==> config.mk <==
export PLATFORM = sky130hd
export DESIGN_NAME = stream_framer_flat
export DESIGN_NICKNAME = d
export VERILOG_FILES = /design/src/rtl/stream_framer_if.sv /design/src/rtl/stream_framer.sv /design/src/flat_wrapper.sv
export SDC_FILE = /design/constraint.sdc
export NUM_CORES = 1
export LEC_CHECK = 0
export BUFFER_PORTS_ARGS = -buffer_cell sky130_fd_sc_hd__buf_2
export CORE_MARGIN = 8
export CORE_UTILIZATION = 52
export DETAILED_ROUTE_END_ITERATION = 7
export GPL_TIMING_DRIVEN = 1
export PLACE_DENSITY = 0.84
export SYNTH_ARGS = -nofsm -noshare
export SYNTH_HDL_FRONTEND = slang
export SYNTH_SLANG_ARGS = --single-unit
==> constraint.sdc <==
create_clock -name clk -period 2.4 [get_ports clk]
set_input_delay 0.24 -clock clk [delete_from_list [all_inputs] [get_ports clk]]
set_output_delay 0.24 -clock clk [all_outputs]
set_load 0.02 [all_outputs]
==> src/rtl/stream_framer_if.sv <==
// Stream framer bus: raw input beats in, framed beats with
// string/frame markers and status out.
interface stream_framer_if #(
  parameter int DATA_WIDTH = 8
);
  // Raw input side
  logic                  data_valid_i;
  logic [DATA_WIDTH-1:0] data_i;
  logic                  frame_start_i;

  // Framed output side
  logic [DATA_WIDTH-1:0] data_o;
  logic                  data_valid_o;
  logic                  sop_o;
  logic                  eop_o;
  logic                  sof_o;
  logic                  eof_o;
  logic                  busy_o;
  logic                  frame_err_o;

  // Framer side: consumes raw beats, produces framed beats
  modport slave (
    input  data_valid_i, data_i, frame_start_i,
    output data_o, data_valid_o, sop_o, eop_o, sof_o, eof_o, busy_o, frame_err_o
  );

  // Source/sink side: drives raw beats, observes framed beats
  modport master (
    output data_valid_i, data_i, frame_start_i,
    input  data_o, data_valid_o, sop_o, eop_o, sof_o, eof_o, busy_o, frame_err_o
  );
endinterface

==> src/rtl/stream_framer.sv <==
// Stream framer: tags a raw beat stream with start/end-of-string and
// start/end-of-frame markers. A frame is STRING_NUM strings of
// STRING_LEN*CHANNEL_NUM beats each, beginning at a beat qualified with
// frame_start_i. All outputs are registered with one cycle of latency.
module stream_framer #(
  parameter int DATA_WIDTH  = 8,
  parameter int STRING_LEN  = 7,
  parameter int STRING_NUM  = 7,
  parameter int CHANNEL_NUM = 1
) (
  input  logic           clk,
  input  logic           reset,
  stream_framer_if.slave bus
);

  localparam int BPS   = STRING_LEN * CHANNEL_NUM;
  localparam int COL_W = (BPS > 1) ? $clog2(BPS) : 1;
  localparam int ROW_W = (STRING_NUM > 1) ? $clog2(STRING_NUM) : 1;

  localparam logic [COL_W-1:0] COL_LAST = COL_W'(BPS - 1);
  localparam logic [ROW_W-1:0] ROW_LAST = ROW_W'(STRING_NUM - 1);

  typedef enum logic {
    IDLE   = 1'b0,
    ACTIVE = 1'b1
  } state_t;

  state_t                state_reg, state_next;
  logic [COL_W-1:0]      col_reg, col_next;
  logic [ROW_W-1:0]      row_reg, row_next;

  logic [DATA_WIDTH-1:0] data_reg, data_next;
  logic                  valid_reg, valid_next;
  logic                  sop_reg, sop_next;
  logic                  eop_reg, eop_next;
  logic                  sof_reg, sof_next;
  logic                  eof_reg, eof_next;
  logic                  busy_reg, busy_next;
  logic                  err_reg, err_next;

  // Beat classification helpers
  logic                  start;
  logic                  emit;
  logic [COL_W-1:0]      cur_col;
  logic [ROW_W-1:0]      cur_row;
  logic                  at_eop;
  logic                  at_eof;

  // Next-state, counter and output decode for the beat presented this cycle
  always_comb begin
    state_next = state_reg;
    col_next   = col_reg;
    row_next   = row_reg;
    data_next  = data_reg;
    valid_next = 1'b0;
    sop_next   = 1'b0;
    eop_next   = 1'b0;
    sof_next   = 1'b0;
    eof_next   = 1'b0;
    err_next   = 1'b0;

    // frame_start_i only counts when the beat itself is valid
    start = bus.data_valid_i && bus.frame_start_i;
    // In IDLE only a frame start is emitted; stray beats are dropped
    emit  = bus.data_valid_i && (bus.frame_start_i || (state_reg == ACTIVE));

    // A frame start always occupies position (0,0), even mid-frame
    cur_col = start ? '0 : col_reg;
    cur_row = start ? '0 : row_reg;
    at_eop  = (cur_col == COL_LAST);
    at_eof  = at_eop && (cur_row == ROW_LAST);

    if (emit) begin
      data_next  = bus.data_i;
      valid_next = 1'b1;
      sop_next   = (cur_col == '0);
      eop_next   = at_eop;
      sof_next   = start;
      eof_next   = at_eof;
      // Restarting while a frame is open abandons that frame
      err_next   = start && (state_reg == ACTIVE);

      if (at_eof) begin
        // Also covers the single-beat frame, which never leaves IDLE
        state_next = IDLE;
        col_next   = '0;
        row_next   = '0;
      end else if (at_eop) begin
        state_next = ACTIVE;
        col_next   = '0;
        row_next   = cur_row + ROW_W'(1);
      end else begin
        state_next = ACTIVE;
        col_next   = cur_col + COL_W'(1);
        row_next   = cur_row;
      end
    end

    busy_next = (state_next == ACTIVE);
  end

  // State, counters and registered outputs; reset drops any partial frame
  always_ff @(posedge clk or posedge reset) begin
    if (reset) begin
      state_reg <= IDLE;
      col_reg   <= '0;
      row_reg   <= '0;
      data_reg  <= '0;
      valid_reg <= 1'b0;
      sop_reg   <= 1'b0;
      eop_reg   <= 1'b0;
      sof_reg   <= 1'b0;
      eof_reg   <= 1'b0;
      busy_reg  <= 1'b0;
      err_reg   <= 1'b0;
    end else begin
      state_reg <= state_next;
      col_reg   <= col_next;
      row_reg   <= row_next;
      data_reg  <= data_next;
      valid_reg <= valid_next;
      sop_reg   <= sop_next;
      eop_reg   <= eop_next;
      sof_reg   <= sof_next;
      eof_reg   <= eof_next;
      busy_reg  <= busy_next;
      err_reg   <= err_next;
    end
  end

  assign bus.data_o       = data_reg;
  assign bus.data_valid_o = valid_reg;
  assign bus.sop_o        = sop_reg;
  assign bus.eop_o        = eop_reg;
  assign bus.sof_o        = sof_reg;
  assign bus.eof_o        = eof_reg;
  assign bus.busy_o       = busy_reg;
  assign bus.frame_err_o  = err_reg;

endmodule

==> src/flat_wrapper.sv <==
// flat-port wrapper written by rule: the top's interface ports become plain ports
module stream_framer_flat 
#(
  parameter int DATA_WIDTH  = 8,
  parameter int STRING_LEN  = 7,
  parameter int STRING_NUM  = 7,
  parameter int CHANNEL_NUM = 1
)
  (clk, reset, bus_data_valid_i, bus_data_i, bus_frame_start_i, bus_data_o, bus_data_valid_o, bus_sop_o, bus_eop_o, bus_sof_o, bus_eof_o, bus_busy_o, bus_frame_err_o);
  stream_framer_if #(.DATA_WIDTH(DATA_WIDTH)) bus_i ();
  input  logic clk;
  input  logic reset;
  input wire logic [$bits(bus_i.data_valid_i)-1:0] bus_data_valid_i;
  input wire logic [$bits(bus_i.data_i)-1:0] bus_data_i;
  input wire logic [$bits(bus_i.frame_start_i)-1:0] bus_frame_start_i;
  output wire logic [$bits(bus_i.data_o)-1:0] bus_data_o;
  output wire logic [$bits(bus_i.data_valid_o)-1:0] bus_data_valid_o;
  output wire logic [$bits(bus_i.sop_o)-1:0] bus_sop_o;
  output wire logic [$bits(bus_i.eop_o)-1:0] bus_eop_o;
  output wire logic [$bits(bus_i.sof_o)-1:0] bus_sof_o;
  output wire logic [$bits(bus_i.eof_o)-1:0] bus_eof_o;
  output wire logic [$bits(bus_i.busy_o)-1:0] bus_busy_o;
  output wire logic [$bits(bus_i.frame_err_o)-1:0] bus_frame_err_o;
  assign bus_i.data_valid_i = bus_data_valid_i;
  assign bus_i.data_i = bus_data_i;
  assign bus_i.frame_start_i = bus_frame_start_i;
  assign bus_data_o = bus_i.data_o;
  assign bus_data_valid_o = bus_i.data_valid_o;
  assign bus_sop_o = bus_i.sop_o;
  assign bus_eop_o = bus_i.eop_o;
  assign bus_sof_o = bus_i.sof_o;
  assign bus_eof_o = bus_i.eof_o;
  assign bus_busy_o = bus_i.busy_o;
  assign bus_frame_err_o = bus_i.frame_err_o;
  stream_framer #(.DATA_WIDTH(DATA_WIDTH), .STRING_LEN(STRING_LEN), .STRING_NUM(STRING_NUM), .CHANNEL_NUM(CHANNEL_NUM)) u_core (.clk(clk), .reset(reset), .bus(bus_i));
endmodule
======== After elaboration in Yosys (flattened, before gate mapping) ========
Cells that the tools add are included.
word-level totals
  register bits after elaboration ......... 21
  word-level logic and storage cells ...... 33
operators by class
  multiplexer cells ....................... 13
  add/subtract/negate cells ............... 2
  eq/ne operators ......................... 2
  reductions and logical operators ........ 6
operators with widths
  cell                                                           number
  3-bit 2-to-1 mux                                               6
  1-bit 2-to-1 mux                                               7
  3-bit by 1-bit adder with 3-bit output, second input constant  2
  3-bit == test, second input constant                           2
  1-bit logical AND                                              4
  3-bit logical NOT                                              1
  1-bit logical OR                                               1

======== Logic depth before layout (Yosys ltp) ========
  word-level depth ........................ 5
  mapped depth ............................ 7
  gate-level depth less buffers ........... 7

======== Worst setup path after synthesis ========
No wires, ideal clock.
  path type ............................... input to register
  start point ............................. input port bus_data_valid_i
  end point ............................... register u_core.row_reg[2]
  arrival time ............................ 1252 ps
  stages on the path ...................... 7
  path buffers ............................ 0
  path slack .............................. 1022 ps
  cell sequence ........................... nand2_1 inv_2 nor2_1 ha_1 a21boi_1 o21ai_0 a221o_1
on the way
  longest elaborated chain between the ends .. 5
  elaborated cells between the ends (all ways) .. 10
ends and longest elaborated chain
  what                                                                  RTL line                                  RTL
  start: declaration                                                    flat_wrapper.sv:13                        input wire logic [$bits(bus_i.data_valid_i)-1:0] bus_data_valid_i;
  1-bit logical AND                                                     stream_framer.sv:63                       start = bus.data_valid_i && bus.frame_start_i;
  3-bit 2-to-1 mux, on equally long branches                            stream_framer.sv:69, stream_framer.sv:68
  3-bit by 1-bit adder with 3-bit output, or another cell as far along  stream_framer.sv:91                       row_next = cur_row + ROW_W'(1);
  3-bit 2-to-1 mux / 1-bit logical AND (equally long branches)          stream_framer.sv:88, stream_framer.sv:71
  3-bit 2-to-1 mux                                                      stream_framer.sv:83                       if (at_eof) begin
  end signal: assignment                                                stream_framer.sv:119                      row_reg <= row_next;
  end: declaration                                                      stream_framer.sv:30                       logic [ROW_W-1:0] row_reg, row_next;
Parallel ways exist; a longest one is shown, timed or not.
A chain may end at the register's enable or synchronous reset.

======== Final worst setup path ========
  start point ............................. register u_core.state_reg
  end point ............................... register u_core.col_reg[0]
on the way
  longest elaborated chain between the ends .. 2
ends and longest elaborated chain
  what                      RTL line              RTL
  start: declaration        stream_framer.sv:28   state_t state_reg, state_next;
  start signal: assignment  stream_framer.sv:117  state_reg <= state_next;
  1-bit logical OR          stream_framer.sv:65   emit = bus.data_valid_i && (bus.frame_start_i || (state_reg == ACTIVE));
  1-bit logical AND         stream_framer.sv:65
  end signal: assignment    stream_framer.sv:118  col_reg <= col_next;
  end: declaration          stream_framer.sv:29   logic [COL_W-1:0] col_reg, col_next;
No other way between the ends.

==> summary.txt <==
Run status
  • Outcome: completed

Setup path
  • Reg-to-reg endpoint: u_core.col_reg[0]$_DFFE_PP0P_
  • Reg2reg start: u_core.state_reg$_DFFE_PP0P_
  • Crit path arrival time: 1650 ps
  • Type of origin of the critical path: flop
  • Required time of the worst setup path: 2600 ps
  • Reg2Reg Setup Slack: 950 ps
  • Critical path capture point type: flop
  • Crit path cell chain: o21ai_4 -> inv_2 -> mux2_2
  • Crit-path max FO: 15
  • R2R depth: 3
  • Crit-path slowest cell: dfrtp_1
  • WS Path Type: flop to flop
  • Max stage delay on crit path: 450 ps

Floorplanning
  • I/O pin cnt: 27
  • Rows: 15
  • Height of the die: 57.7 µm
  • Core footprint: 1690 µm²
  • Die X: 57.7 µm
  • Area of the die: 3330 µm²
  • Starting Density: 53.6%

Power and ir drop
  • P per Cell Area: 743 nW/µm²
  • Worst ir drop on vdd: 0.382 mV
  • P_leak: 0.561 nW

CTS
  • CTS max path bufs: 2
  • Cts-stage hold buffer count: 0
  • Post-CTS Resized: 0
  • Clk slew on worst S/H paths: 120 ps
  • CTS H-Tree Depth: 1
  • Postcts setup bufs: 0
  • Clock sinks: 21
  • CTS Buf Count: 3
  • Worst-Skew Late Latency: 300 ps
  • CTS tree: done
  • Root Driver: clkbuf_4

Detailed routing
  • Via count: 725
  • Routed Antenna Nets: 0
  • Via density: 5.41
  • DRC: 0
  • Detailed Route Iter0 Violations: 32
  • Drt total wl: 1840 µm
  • Pre-Repair DR Iteration Count: 4
  • Wire per inst: 13.7 µm

Logic synthesis
  • Yosys cell types: 31
  • Synth Cell Area: 906 µm²
  • Number of synthesized flops with an enable pin: 0
  • Synth top cells by count: nand2_1 (28), dfrtp_1 (21), o21ai_0 (5)
  • Largest cells by area after synthesis: dfrtp_1 (58%), nand2_1 (12%), ha_1 (2.8%), o21ai_0 (2.8%), o21ai_4 (1.8%)
  • Synth warn: 0
  • Most frequent cell after synthesis: nand2_1
  • Post-Syn Nets: 103
  • Register area share after synthesis: 58.0%
  • Synth Instances: 89
  • Mean Syn Cell Area: 10.2 µm²
  • Synth async-reset ratio: 100%
  • Flops & latches, synth: 21
  • Synth top area share: 58.0%
  • Leading area contributor after synthesis: dfrtp_1
  • Top_reg_cell synth: dfrtp_1

Timing
  • Setup Viol. Count Final: 0
  • Final critical-path share of the clock period: 60.4%
  • Final Critical Period: 1450 ps
  • Worst Tran Pin Value: 737 ps
  • Unrepaired setup endpoints after global routing: no
  • Final Hold Violating Endpoints: 0
  • Fmax: 690 MHz
  • Worst slew margin: 50.8%
  • Sum Neg Setup Slack: 0 ps
  • Final setup skew: 8.09 ps
  • Slew Limit Fails: 0

Layout
  • Ant. Diodes: 0
  • Layout Area Growth over Synthesis: 18.0%
  • Max reg flops: 8
  • NumNets Final: 132
  • Final Core Density: 63.3%
  • Layout cells sized above 1: 29.9%

Global routing
  • First-pass GRT wire length: 3110 µm
  • Vias in the first global route: 703
  • Largest net degree at the start of global routing: 22
  • Initial antenna violation count: 0
  • GRT Total Usage: 11.6%
  • Global route overflow: 0

Job
  • MaxCap Viol Count: 0

Placement
  • Routability cong.: 0.835
  • Port bufs: 26
  • DP Wirelength: 1380 µm

Hold path
  • Hold Path Class: input pin to async pin
-- through the flow --
stage / total power [mW] / worst slack (ps) / instances / instance area, µm² / hold WS, ps
after global routing: 0.840 / 833 / 134 / 1070 / 108
after floorplan: 0.571 / 1020 / 89 / 906 / 217
after detailed placement: 0.632 / 722 / 130 / 1040 / 413
after global placement: 0.624 / 784 / 130 / 1040 / 411
after CTS: 0.800 / 931 / 134 / 1070 / 81.8
final: 0.794 / 950 / 134 / 1070 / 40.9
-- cells in the final DEF (no fill, tap or decap), drive strengths merged, types with 2 or more instances in the layout --
master	n
inv	6
nand2	28
dfrtp	21
buf	26
o21ai	7
nand3	2
a21oi	2
ha	2
clkbuf	3
-- how the worst max path moves through the flow --
stage                                  from                             to  slack [ps]  depth (start not counted)
4_1_cts        u_core.state_reg$_DFFE_PP0P_  u_core.col_reg[0]$_DFFE_PP0P_         930                          3
6_report       u_core.state_reg$_DFFE_PP0P_  u_core.col_reg[0]$_DFFE_PP0P_         950                          3
5_1_grt        u_core.state_reg$_DFFE_PP0P_  u_core.col_reg[0]$_DFFE_PP0P_         830                          3
3_3_place_gp               bus_data_valid_i  u_core.row_reg[2]$_DFFE_PP0P_         780                          8
2_1_floorplan              bus_data_valid_i  u_core.row_reg[2]$_DFFE_PP0P_        1020                          7
3_5_place_dp               bus_data_valid_i  u_core.row_reg[2]$_DFFE_PP0P_         720                          8
-- area by class of cell --
type | instances | area, µm²
fill | 144 | 621
sequential | 21 | 526
multi-input combinational | 60 | 342
timing repair buffer | 26 | 130
clock buffer | 3 | 22.5
inverter | 6 | 22.5
tap | 17 | 21.3
clock inverter | 1 | 5.00
-- power by group --
part | total [mW] | internal, mW | switching (mW)
clock | 0.169 | 0.0620 | 0.107
combinational | 0.176 | 0.0742 | 0.102
sequential | 0.450 | 0.403 | 0.0462
total | 0.794 | 0.540 | 0.255
-- metal layers --
layer	global-route usage [%]	wire (µm)
met1	13.3	737
met2	19.5	959
met4	4.55	15
met3	3.75	125
met5	0	0
-- worst max-delay path, delay by kind of cell (launching register included) --
kind	cells	cell delay [ps]
compound gates	1	390
mux	1	310
buf+inv	1	200
flops	1	450
-- logic make-up (layout without fill, tap and decap cells) --
family                   after synthesis  after routing  share of synthesized area [%]
AO/OA/AOI/OAI                         14             14                           10.6
multiplexers                           2              2                           2.35
adder cells (fa/ha/maj)                2              2                           2.76
flip-flops                            21             21                           58.0
buffers and inverters                  8             36                           4.28
AND/OR/NAND/NOR                       42             42                           22.0
No activity file was read; power rests on OpenSTA's default activity.
